**config.mk**
```make
export PLATFORM = sky130hd
export DESIGN_NAME = mem_stage
export DESIGN_NICKNAME = d
export VERILOG_FILES = /design/src/rtl/mem_stage.sv
export SDC_FILE = /design/constraint.sdc
export NUM_CORES = 1
export LEC_CHECK = 0
export CAP_MARGIN = 25
export CORE_ASPECT_RATIO = 0.5
export CORE_MARGIN = 2
export CORE_UTILIZATION = 30
export DETAILED_ROUTE_END_ITERATION = 7
export SLEW_MARGIN = 30
export SYNTH_ARGS = -nofsm -noshare
export SYNTH_HDL_FRONTEND = slang
export SYNTH_SLANG_ARGS = --single-unit
```
**constraint.sdc**
```tcl
create_clock -name clk -period 2.6 [get_ports clk]
set_input_delay 0.65 -clock clk [delete_from_list [all_inputs] [get_ports clk]]
set_output_delay 0.65 -clock clk [all_outputs]
set_load 0.02 [all_outputs]
```
**src/rtl/mem_stage.sv**
```systemverilog
// mem_stage: MEM pipeline stage with a byte-serial load/store engine on an 8-bit synchronous RAM.
// Build macro MISALIGN_TRAP_EN adds misalign_o and traps unaligned halfword/word accesses.
module mem_stage #(
  parameter int RAM_AW = 17
) (
  input  logic              clk,
  input  logic              rst,
  input  logic              valid_i,
  input  logic [4:0]        wd_i,
  input  logic              wreg_i,
  input  logic [31:0]       wdata_i,
  input  logic [4:0]        mem_op_i,
  input  logic [31:0]       mem_addr_i,
  input  logic [31:0]       mem_sdata_i,
  output logic              stall_req_o,
  output logic              valid_o,
  output logic [4:0]        wd_o,
  output logic              wreg_o,
  output logic [31:0]       wdata_o,
`ifdef MISALIGN_TRAP_EN
  output logic              misalign_o,
`endif
  output logic [RAM_AW-1:0] ram_addr_o,
  output logic              ram_wr_o,
  output logic [7:0]        ram_dout_o,
  input  logic [7:0]        ram_din_i
);

  typedef enum logic [1:0] {IDLE, LOAD, STORE} state_e;

  function automatic logic [2:0] size_bytes(input logic [1:0] sz);
    case (sz)
      2'b00:   return 3'd1;
      2'b01:   return 3'd2;
      default: return 3'd4;
    endcase
  endfunction

  function automatic logic [31:0] load_extend(input logic [31:0] w, input logic [2:0] f3);
    logic [31:0] r;
    case (f3[1:0])
      2'b00:   r = f3[2] ? {24'b0, w[7:0]}  : {{24{w[7]}}, w[7:0]};
      2'b01:   r = f3[2] ? {16'b0, w[15:0]} : {{16{w[15]}}, w[15:0]};
      default: r = w;
    endcase
    return r;
  endfunction

  state_e              state_q, state_d;
  logic [2:0]          cnt_q, cnt_d;
  logic [RAM_AW-1:0]   addr_q, addr_d;
  logic [31:0]         sdata_q, sdata_d;
  logic [31:0]         ldata_q, ldata_d;
  logic [2:0]          f3_q, f3_d;
  logic [4:0]          lwd_q, lwd_d;
  logic                lwreg_q, lwreg_d;
  logic                valid_q, valid_d;
  logic [4:0]          wd_q, wd_d;
  logic                wreg_q, wreg_d;
  logic [31:0]         wdata_q, wdata_d;
  logic                misalign_d;

  logic                is_mem, is_ld, misaligned;
  logic [2:0]          n_i, n_q;
  logic [1:0]          byte_idx;
  logic [31:0]         ld_word;
  logic                stall_c, wr_c;
  logic [RAM_AW-1:0]   ram_addr_c;
  logic [7:0]          dout_c;
  logic                unused_addr;

  // ld and st both set (or neither) decodes as a non-memory op.
  assign is_ld  = mem_op_i[4];
  assign is_mem = mem_op_i[4] ^ mem_op_i[3];
  assign n_i    = size_bytes(mem_op_i[1:0]);
  assign n_q    = size_bytes(f3_q[1:0]);
  assign unused_addr = ^mem_addr_i;

`ifdef MISALIGN_TRAP_EN
  assign misaligned = (mem_op_i[1:0] == 2'b01 && mem_addr_i[0]) ||
                      (mem_op_i[1] && mem_addr_i[1:0] != 2'b00);
`else
  assign misaligned = 1'b0;
`endif

  // Byte captured this cycle belongs to the address driven one cycle earlier.
  assign byte_idx = 2'(cnt_q[1:0] - 2'd1);
  always_comb begin
    ld_word = ldata_q;
    ld_word[{byte_idx, 3'b000} +: 8] = ram_din_i;
  end

  always_comb begin
    // NOTE: every combinational output gets a default first so no path leaves it unassigned (no latch).
    state_d    = state_q;
    cnt_d      = cnt_q;
    addr_d     = addr_q;
    sdata_d    = sdata_q;
    ldata_d    = ldata_q;
    f3_d       = f3_q;
    lwd_d      = lwd_q;
    lwreg_d    = lwreg_q;
    valid_d    = 1'b0;
    wd_d       = wd_q;
    wreg_d     = wreg_q;
    wdata_d    = wdata_q;
    misalign_d = 1'b0;
    stall_c    = 1'b0;
    wr_c       = 1'b0;
    dout_c     = 8'h00;
    ram_addr_c = mem_addr_i[RAM_AW-1:0];

    case (state_q)
      IDLE: begin
        if (valid_i && is_mem && !misaligned) begin
          addr_d  = mem_addr_i[RAM_AW-1:0];
          sdata_d = mem_sdata_i;
          ldata_d = 32'h0;
          f3_d    = mem_op_i[2:0];
          lwd_d   = wd_i;
          lwreg_d = wreg_i;
          cnt_d   = 3'd1;
          if (is_ld) begin
            stall_c = 1'b1;
            state_d = LOAD;
          end else begin
            wr_c   = 1'b1;
            dout_c = mem_sdata_i[7:0];
            if (n_i == 3'd1) begin
              // SB completes in the accept cycle.
              valid_d = 1'b1;
              wd_d    = wd_i;
              wreg_d  = 1'b0;
              wdata_d = 32'h0;
              cnt_d   = 3'd0;
            end else begin
              stall_c = 1'b1;
              state_d = STORE;
            end
          end
        end else if (valid_i && is_mem) begin
          valid_d    = 1'b1;
          wd_d       = wd_i;
          wreg_d     = 1'b0;
          wdata_d    = 32'h0;
          misalign_d = 1'b1;
        end else begin
          valid_d = valid_i;
          wd_d    = wd_i;
          wreg_d  = wreg_i;
          wdata_d = wdata_i;
        end
      end

      LOAD: begin
        ram_addr_c = addr_q + RAM_AW'(cnt_q);
        ldata_d    = ld_word;
        stall_c    = (cnt_q < n_q);
        if (cnt_q == n_q) begin
          valid_d = 1'b1;
          wd_d    = lwd_q;
          wreg_d  = lwreg_q;
          wdata_d = load_extend(ld_word, f3_q);
          cnt_d   = 3'd0;
          state_d = IDLE;
        end else begin
          cnt_d = cnt_q + 3'd1;
        end
      end

      STORE: begin
        ram_addr_c = addr_q + RAM_AW'(cnt_q);
        wr_c       = 1'b1;
        dout_c     = sdata_q[{cnt_q[1:0], 3'b000} +: 8];
        stall_c    = (cnt_q < n_q - 3'd1);
        if (cnt_q == n_q - 3'd1) begin
          valid_d = 1'b1;
          wd_d    = lwd_q;
          wreg_d  = 1'b0;
          wdata_d = 32'h0;
          cnt_d   = 3'd0;
          state_d = IDLE;
        end else begin
          cnt_d = cnt_q + 3'd1;
        end
      end

      default: state_d = IDLE;
    endcase
  end

  always_ff @(posedge clk) begin
    // NOTE: sequential state uses non-blocking assignments so every register samples pre-edge values.
    if (rst) begin
      state_q <= IDLE;
      cnt_q   <= 3'd0;
      addr_q  <= '0;
      sdata_q <= 32'h0;
      ldata_q <= 32'h0;
      f3_q    <= 3'd0;
      lwd_q   <= 5'd0;
      lwreg_q <= 1'b0;
      valid_q <= 1'b0;
      wd_q    <= 5'd0;
      wreg_q  <= 1'b0;
      wdata_q <= 32'h0;
    end else begin
      state_q <= state_d;
      cnt_q   <= cnt_d;
      addr_q  <= addr_d;
      sdata_q <= sdata_d;
      ldata_q <= ldata_d;
      f3_q    <= f3_d;
      lwd_q   <= lwd_d;
      lwreg_q <= lwreg_d;
      valid_q <= valid_d;
      wd_q    <= wd_d;
      wreg_q  <= wreg_d;
      wdata_q <= wdata_d;
    end
  end

`ifdef MISALIGN_TRAP_EN
  logic misalign_q;
  always_ff @(posedge clk) begin
    if (rst) misalign_q <= 1'b0;
    else     misalign_q <= misalign_d;
  end
  assign misalign_o = misalign_q;
`else
  logic unused_misalign;
  assign unused_misalign = misalign_d;
`endif

  // Write strobe and stall are gated by reset so nothing reaches the RAM while rst is high.
  assign stall_req_o = stall_c & ~rst;
  assign ram_wr_o    = wr_c & ~rst;
  assign ram_dout_o  = dout_c;
  assign ram_addr_o  = ram_addr_c;
  assign valid_o     = valid_q;
  assign wd_o        = wd_q;
  assign wreg_o      = wreg_q;
  assign wdata_o     = wdata_q;

endmodule

```
* After elaboration in Yosys (flattened, before gate mapping)
Cells that the tools add are included.
** Storage, ports and cells
- Memories :: 0
- Output and inout bits :: 66
- Memory bits (read-only) :: 0
- Bits of input ports :: 118
- Bits in registers :: 134
- Memory bits (writable) :: 0
- Latch bits :: 0
- Word-level logic and storage cells :: 106
** Cells by class
- Shifts and indexed selects :: 3
- Equal/unequal tests :: 13
- Reduce and logical (&&, ||, !) cells :: 12
- Order comparisons :: 2
- Add/sub/neg operators :: 5
- Multipliers :: 0
- Divide/modulo/power cells :: 0
- Muxes and demuxes :: 55
- Bitwise gates (word level) :: 4
** Operators by type and width (number)
- $mux 32 :: 8
- $pmux 32 s2 :: 2
- $pmux 32 s3 :: 1
- $bwmux 32 :: 1
- $shift 8x7->32 const A :: 1
- $shiftx 32x6->8 :: 1
- $shiftx 8x7->32 :: 1
- $mux 5 :: 5
- $add 17x3->17 :: 1
- $mux 1 :: 17
- $mux 17 :: 1
- $mux 8 :: 2
- $pmux 8 s2 :: 1
- $pmux 5 s3 :: 1
- $pmux 3 s2 :: 2
- $mux 2 :: 5
- $mux 3 :: 3
- $ne 3x3->1 const B :: 3
- $pmux 1 s3 :: 3
- $pmux 3 s3 :: 1
- $neg 5->7 :: 1
- $eq 2x1->1 const B :: 3
- $eq 3x3->1 :: 2
- $logic_not 2->1 :: 3
- 19 further kinds :: 25

* Logic depth before layout (Yosys ltp)
- Word-level depth :: 8
- Gate-level depth with buffers :: 9
- Depth with buffers taken out :: 7

* Worst setup path before layout
No wires, ideal clock.
- Path type :: flip-flop to flip-flop
- Start point :: register cnt_q[0]
- End point :: register wdata_q[21], in the netlist wdata_o[21]
- Stages on the path, launching flop included :: 10
- Path buffers :: 3
- Arrival time :: 2500 ps
- Data required time :: 2466 ps
- Setup time :: 134 ps
- Setup slack :: -34 ps
- Period minus slack after synthesis :: 2634 ps
- Cell sequence :: dfxtp_1 buf_2 inv_1 ha_1 nor2b_1 buf_6 a311o_1 a211oi_4 buf_6 a211oi_1
** On the way
- Cells in the longest elaborated chain, start to end :: 8
- Elaborated cells on any way between the ends :: 15
- Those cells by class :: add/sub (2); eq/ne (4); shift (2); mux (6); reduce/logical (1)
** Ends and longest elaborated chain
- start: declaration :: RTL line 50 : logic [2:0] cnt_q, cnt_d;
- start signal: assignment :: RTL line 209 : cnt_q <= cnt_d;
- $sub 2x1->2 :: RTL line 87 : assign byte_idx = 2'(cnt_q[1:0] - 2'd1);
- $neg 5->7 :: RTL line 90 : ld_word[{byte_idx, 3'b000} +: 8] = ram_din_i;
- $shiftx 8x7->32 / $shift 8x7->32 (equally long branches) :: RTL line 90
- $bwmux 32 :: RTL line 90
- $mux 32, on equally long branches :: RTL line 43, 42
- $pmux 32 s2 :: RTL line 41 : case (f3[1:0])
- $mux 32 :: RTL line 159 : if (cnt_q == n_q) begin
- $pmux 32 s3 :: RTL line 113 : case (state_q)
- end signal: assignment :: RTL line 219 : wdata_q <= wdata_d;
- end: declaration :: RTL line 60 : logic [31:0] wdata_q, wdata_d;
Several ways; a longest one is shown, not always the timed one. The select of a mux whose other input is x is not followed.
A chain may end at the register's enable or synchronous reset.

* Final worst setup path
- Start point :: register cnt_q[0]
- End point :: output ram_addr_o[16]
** On the way
- Cells in the longest elaborated chain, start to end :: 2
** Ends and longest elaborated chain
- $add 17x3->17 :: RTL line 156, 172
- $mux 17
- end: declaration :: RTL line 23 : output logic [RAM_AW-1:0] ram_addr_o,
No other way between the ends.

==> results.toml <==
[power]
powerDensity_mw_per_mm2 = 622
pwr-share-comb = 0.266
power_leakage_nw = 3.87
p_sw_w = 0.00188
p_sw_frac = 0.290
seqPwrFrac = 0.352
pwr-share-clk = 0.383
max-vdd-ir-drop_mv = 0.361
internal_power_w = 0.00461

[clock_network]
htreeDepth = 4
cts.hold.buffers_added = 0
tritoncts = "done"
clk_latency_ps = 430
numCtsBuffers = 17
cts_sinks = 134
clkTransAtPathRegs_ps = 60
cts_root_buf = "clkbuf_16"
cts_max_path_buffers = 2

[layout]
most-common-layout-cells = "139 x clkdlybuf4s50_1, 135 x nand2_1, 135 x a21oi_1, 131 x dfxtp_1, 100 x buf_4"
layout_commonest_cell = "clkdlybuf4s50_1"
n_antenna_cell = 0
drive_gt1_frac = 0.213
nets = 1218
stdcell_area_mm2 = 0.0104
fin_cells = 1396
area_growth_pct = 49.1

[sta]
setup_viol_count_final = 23
fin_hold_ws_ps = 453
hold_violations = 0
setup_tns_ps = -3460
slew_violations = 0
layout_min_cycle_time_ps = 2890
final.setup.worst_slack_ps = -288
timing.fmax_mhz = 346
fin_crit_sh = 1.11
skew_ps = 12.0
tightest_slew_ps = 801
rsz0062_at_grt = "yes"
relSlewSlack = 0.466

[synthesis]
synth_area_leaders = "dfxtp_1 38%, a21oi_1 9.9%, nand2_1 7.2%"
syn_nets = 1000
synth_top_area_frac = 0.383
yosysWarningCount = 0
synth_largest_area_cell = "dfxtp_1"
postSynthCellCount = 862
ys_types = 56
netlist_area_mm2 = 0.00700
async_flop_share = 0
ys_ff_latch = 134
ys_seq_area_frac = 0.383
synth_ff_type = "dfxtp_1"
synth_edf_count = 0
syn_avg_cell_area_um2 = 8.12

[placed_design]
place_area_mm2 = 0.00959
dp_hpwl_um = 16400
gp_congestion = 0.847
port_buffers = 168
dp.cells = 1353

[outcome]
status = "finished, violations left"
violations = "setup timing"

[floorplan]
initial_core_util = 0.306
die_h_um = 112
die_area_mm2 = 0.0246
core_area_mm2 = 0.0228
die_w_um = 220
num_rows = 39
ios = 184

[drt]
post_drt_wl_per_cell_um = 16.9
dr_total_vias = 7205
antenna_left = 0
dr.pass1.iters = 5
drt_iter0_drc = 517
post-route-drc-count = 0
vias_per_cell = 5.16
drt_wl_total_um = 23600

[global_route]
grt_usage = 0.194
grt_pass1_vias = 7085
grt_pass1_wl_um = 37900
gr-total-overflow = 0
grt_antenna_before_repair = 0
grt_max_degree = 73

[flow_run]
cap_violations = 0

[critical_path]
crit_arrival_ps = 2240
worstSetupPathType = "reg -> out"
critPathCaptureType = "output port"
start_kind = "flip-flop"
required_ps = 1950
crit_fanout = 3

[hold_path]
hp-class = "reg -> reg"
==> power by group through the flow <==
stage	registers, W	logic, W	clock network, W
after floorplan	0.00242	0.000755	0
after global placement	0.00232	0.00165	0
after detailed placement	0.00232	0.00166	0
after CTS	0.00228	0.00166	0.00253
after global routing	0.00229	0.00186	0.00263
final	0.00228	0.00172	0.00248
==> stage by stage <==
| step | setup slack [ps] | total power (W) | util |
|---|---|---|---|
| after floorplan | 4.24 | 0.00317 | - |
| after global placement | -476 | 0.00397 | 0.420 |
| after detailed placement | -529 | 0.00398 | 0.420 |
| after CTS | -303 | 0.00647 | 0.447 |
| after global routing | -383 | 0.00679 | 0.457 |
| final | -288 | 0.00649 | 0.457 |
==> layer usage <==
metal | vias up | routed length [um] | global-route usage
li1 | 3574 | - | -
met1 | 3442 | 11100 | 0.257
met2 | 162 | 11100 | 0.315
met3 | 27 | 917 | 0.0404
met4 | 0 | 449 | 0.0649
met5 | - | 0 | 0
==> flip-flops by register name (all words and copies together) (netlist names) <==
| signal | flops |
|---|---|
| wdata_o | 32 |
| addr_q | 17 |
| lwreg_q | 1 |
| f3_q | 3 |
| sdata_q | 32 |
| lwd_q | 5 |
| wreg_o | 1 |
| wd_o | 5 |
| cnt_q | 3 |
| ldata_q | 32 |
| state_q | 2 |
| valid_o | 1 |
==> synth_stat cells (all sizes together) (18+ instances only) <==
library cell  count
a21oi           138
nor2             24
inv              18
nand2           135
nand3            38
o21ai            38
nor2b            38
dfxtp           134
ha               19
a22oi            25
a31o             25
a211oi           42
clkbuf           47
buf              27
==> kinds of logic (layout without fill, tap and decap cells) <==
kind of cell	count (synthesis)	count (layout)	synth area share
other cells	1	1	0.000536
mux	16	16	0.0377
fa+ha+maj	20	20	0.0368
xor+xnor	8	8	0.0100
buf+inv	92	319	0.0563
compound gates	321	321	0.294
simple gates	270	270	0.182
flops	134	134	0.383
==> layout make-up <==
cell class | count | area [um2]
Inverter | 18 | 71.3
Tap cell | 307 | 384
Clock inverter | 4 | 95.1
Clock buffer | 24 | 492
Timing Repair Buffer | 273 | 2600
Sequential cell | 134 | 2690
Multi-Input combinational cell | 636 | 4100
Fill cell | 2236 | 12400
==> timing repair <==
action,in CTS,in global routing
setup buffers,4,11
pin swaps,23,18
resized for setup,137,49
endpoints found under the setup margin,27,43
==> critical path, cell delays in order, from the launching register on <==
cell and delay (ps):
dfxtp_4 350, ha_4 160, fa_2 360, a21o_1 220, nand4_1 120, buf_4 130
o21ai_0 140, a31oi_4 200, buf_6 150
==> worst paths after layout <==
| check | from | endpoint | slack (ps) | cells past startpoint |
|---|---|---|---|---|
| worst max-delay path | cnt_q[0]$_SDFFE_PP0P_ | ram_addr_o[16] | -290 | 8 |
| worst min-delay path | sdata_q[23]$_SDFFE_PP0P_ | sdata_q[23]$_SDFFE_PP0P_ | 450 | 2 |
| worst max register to register | cnt_q[0]$_SDFFE_PP0P_ | wdata_o[23]$_SDFFE_PP0P_ | 120 | 11 |
| worst min register to register | sdata_q[23]$_SDFFE_PP0P_ | sdata_q[23]$_SDFFE_PP0P_ | 450 | 2 |
Note: power is estimated with default switching activity, not from simulation.
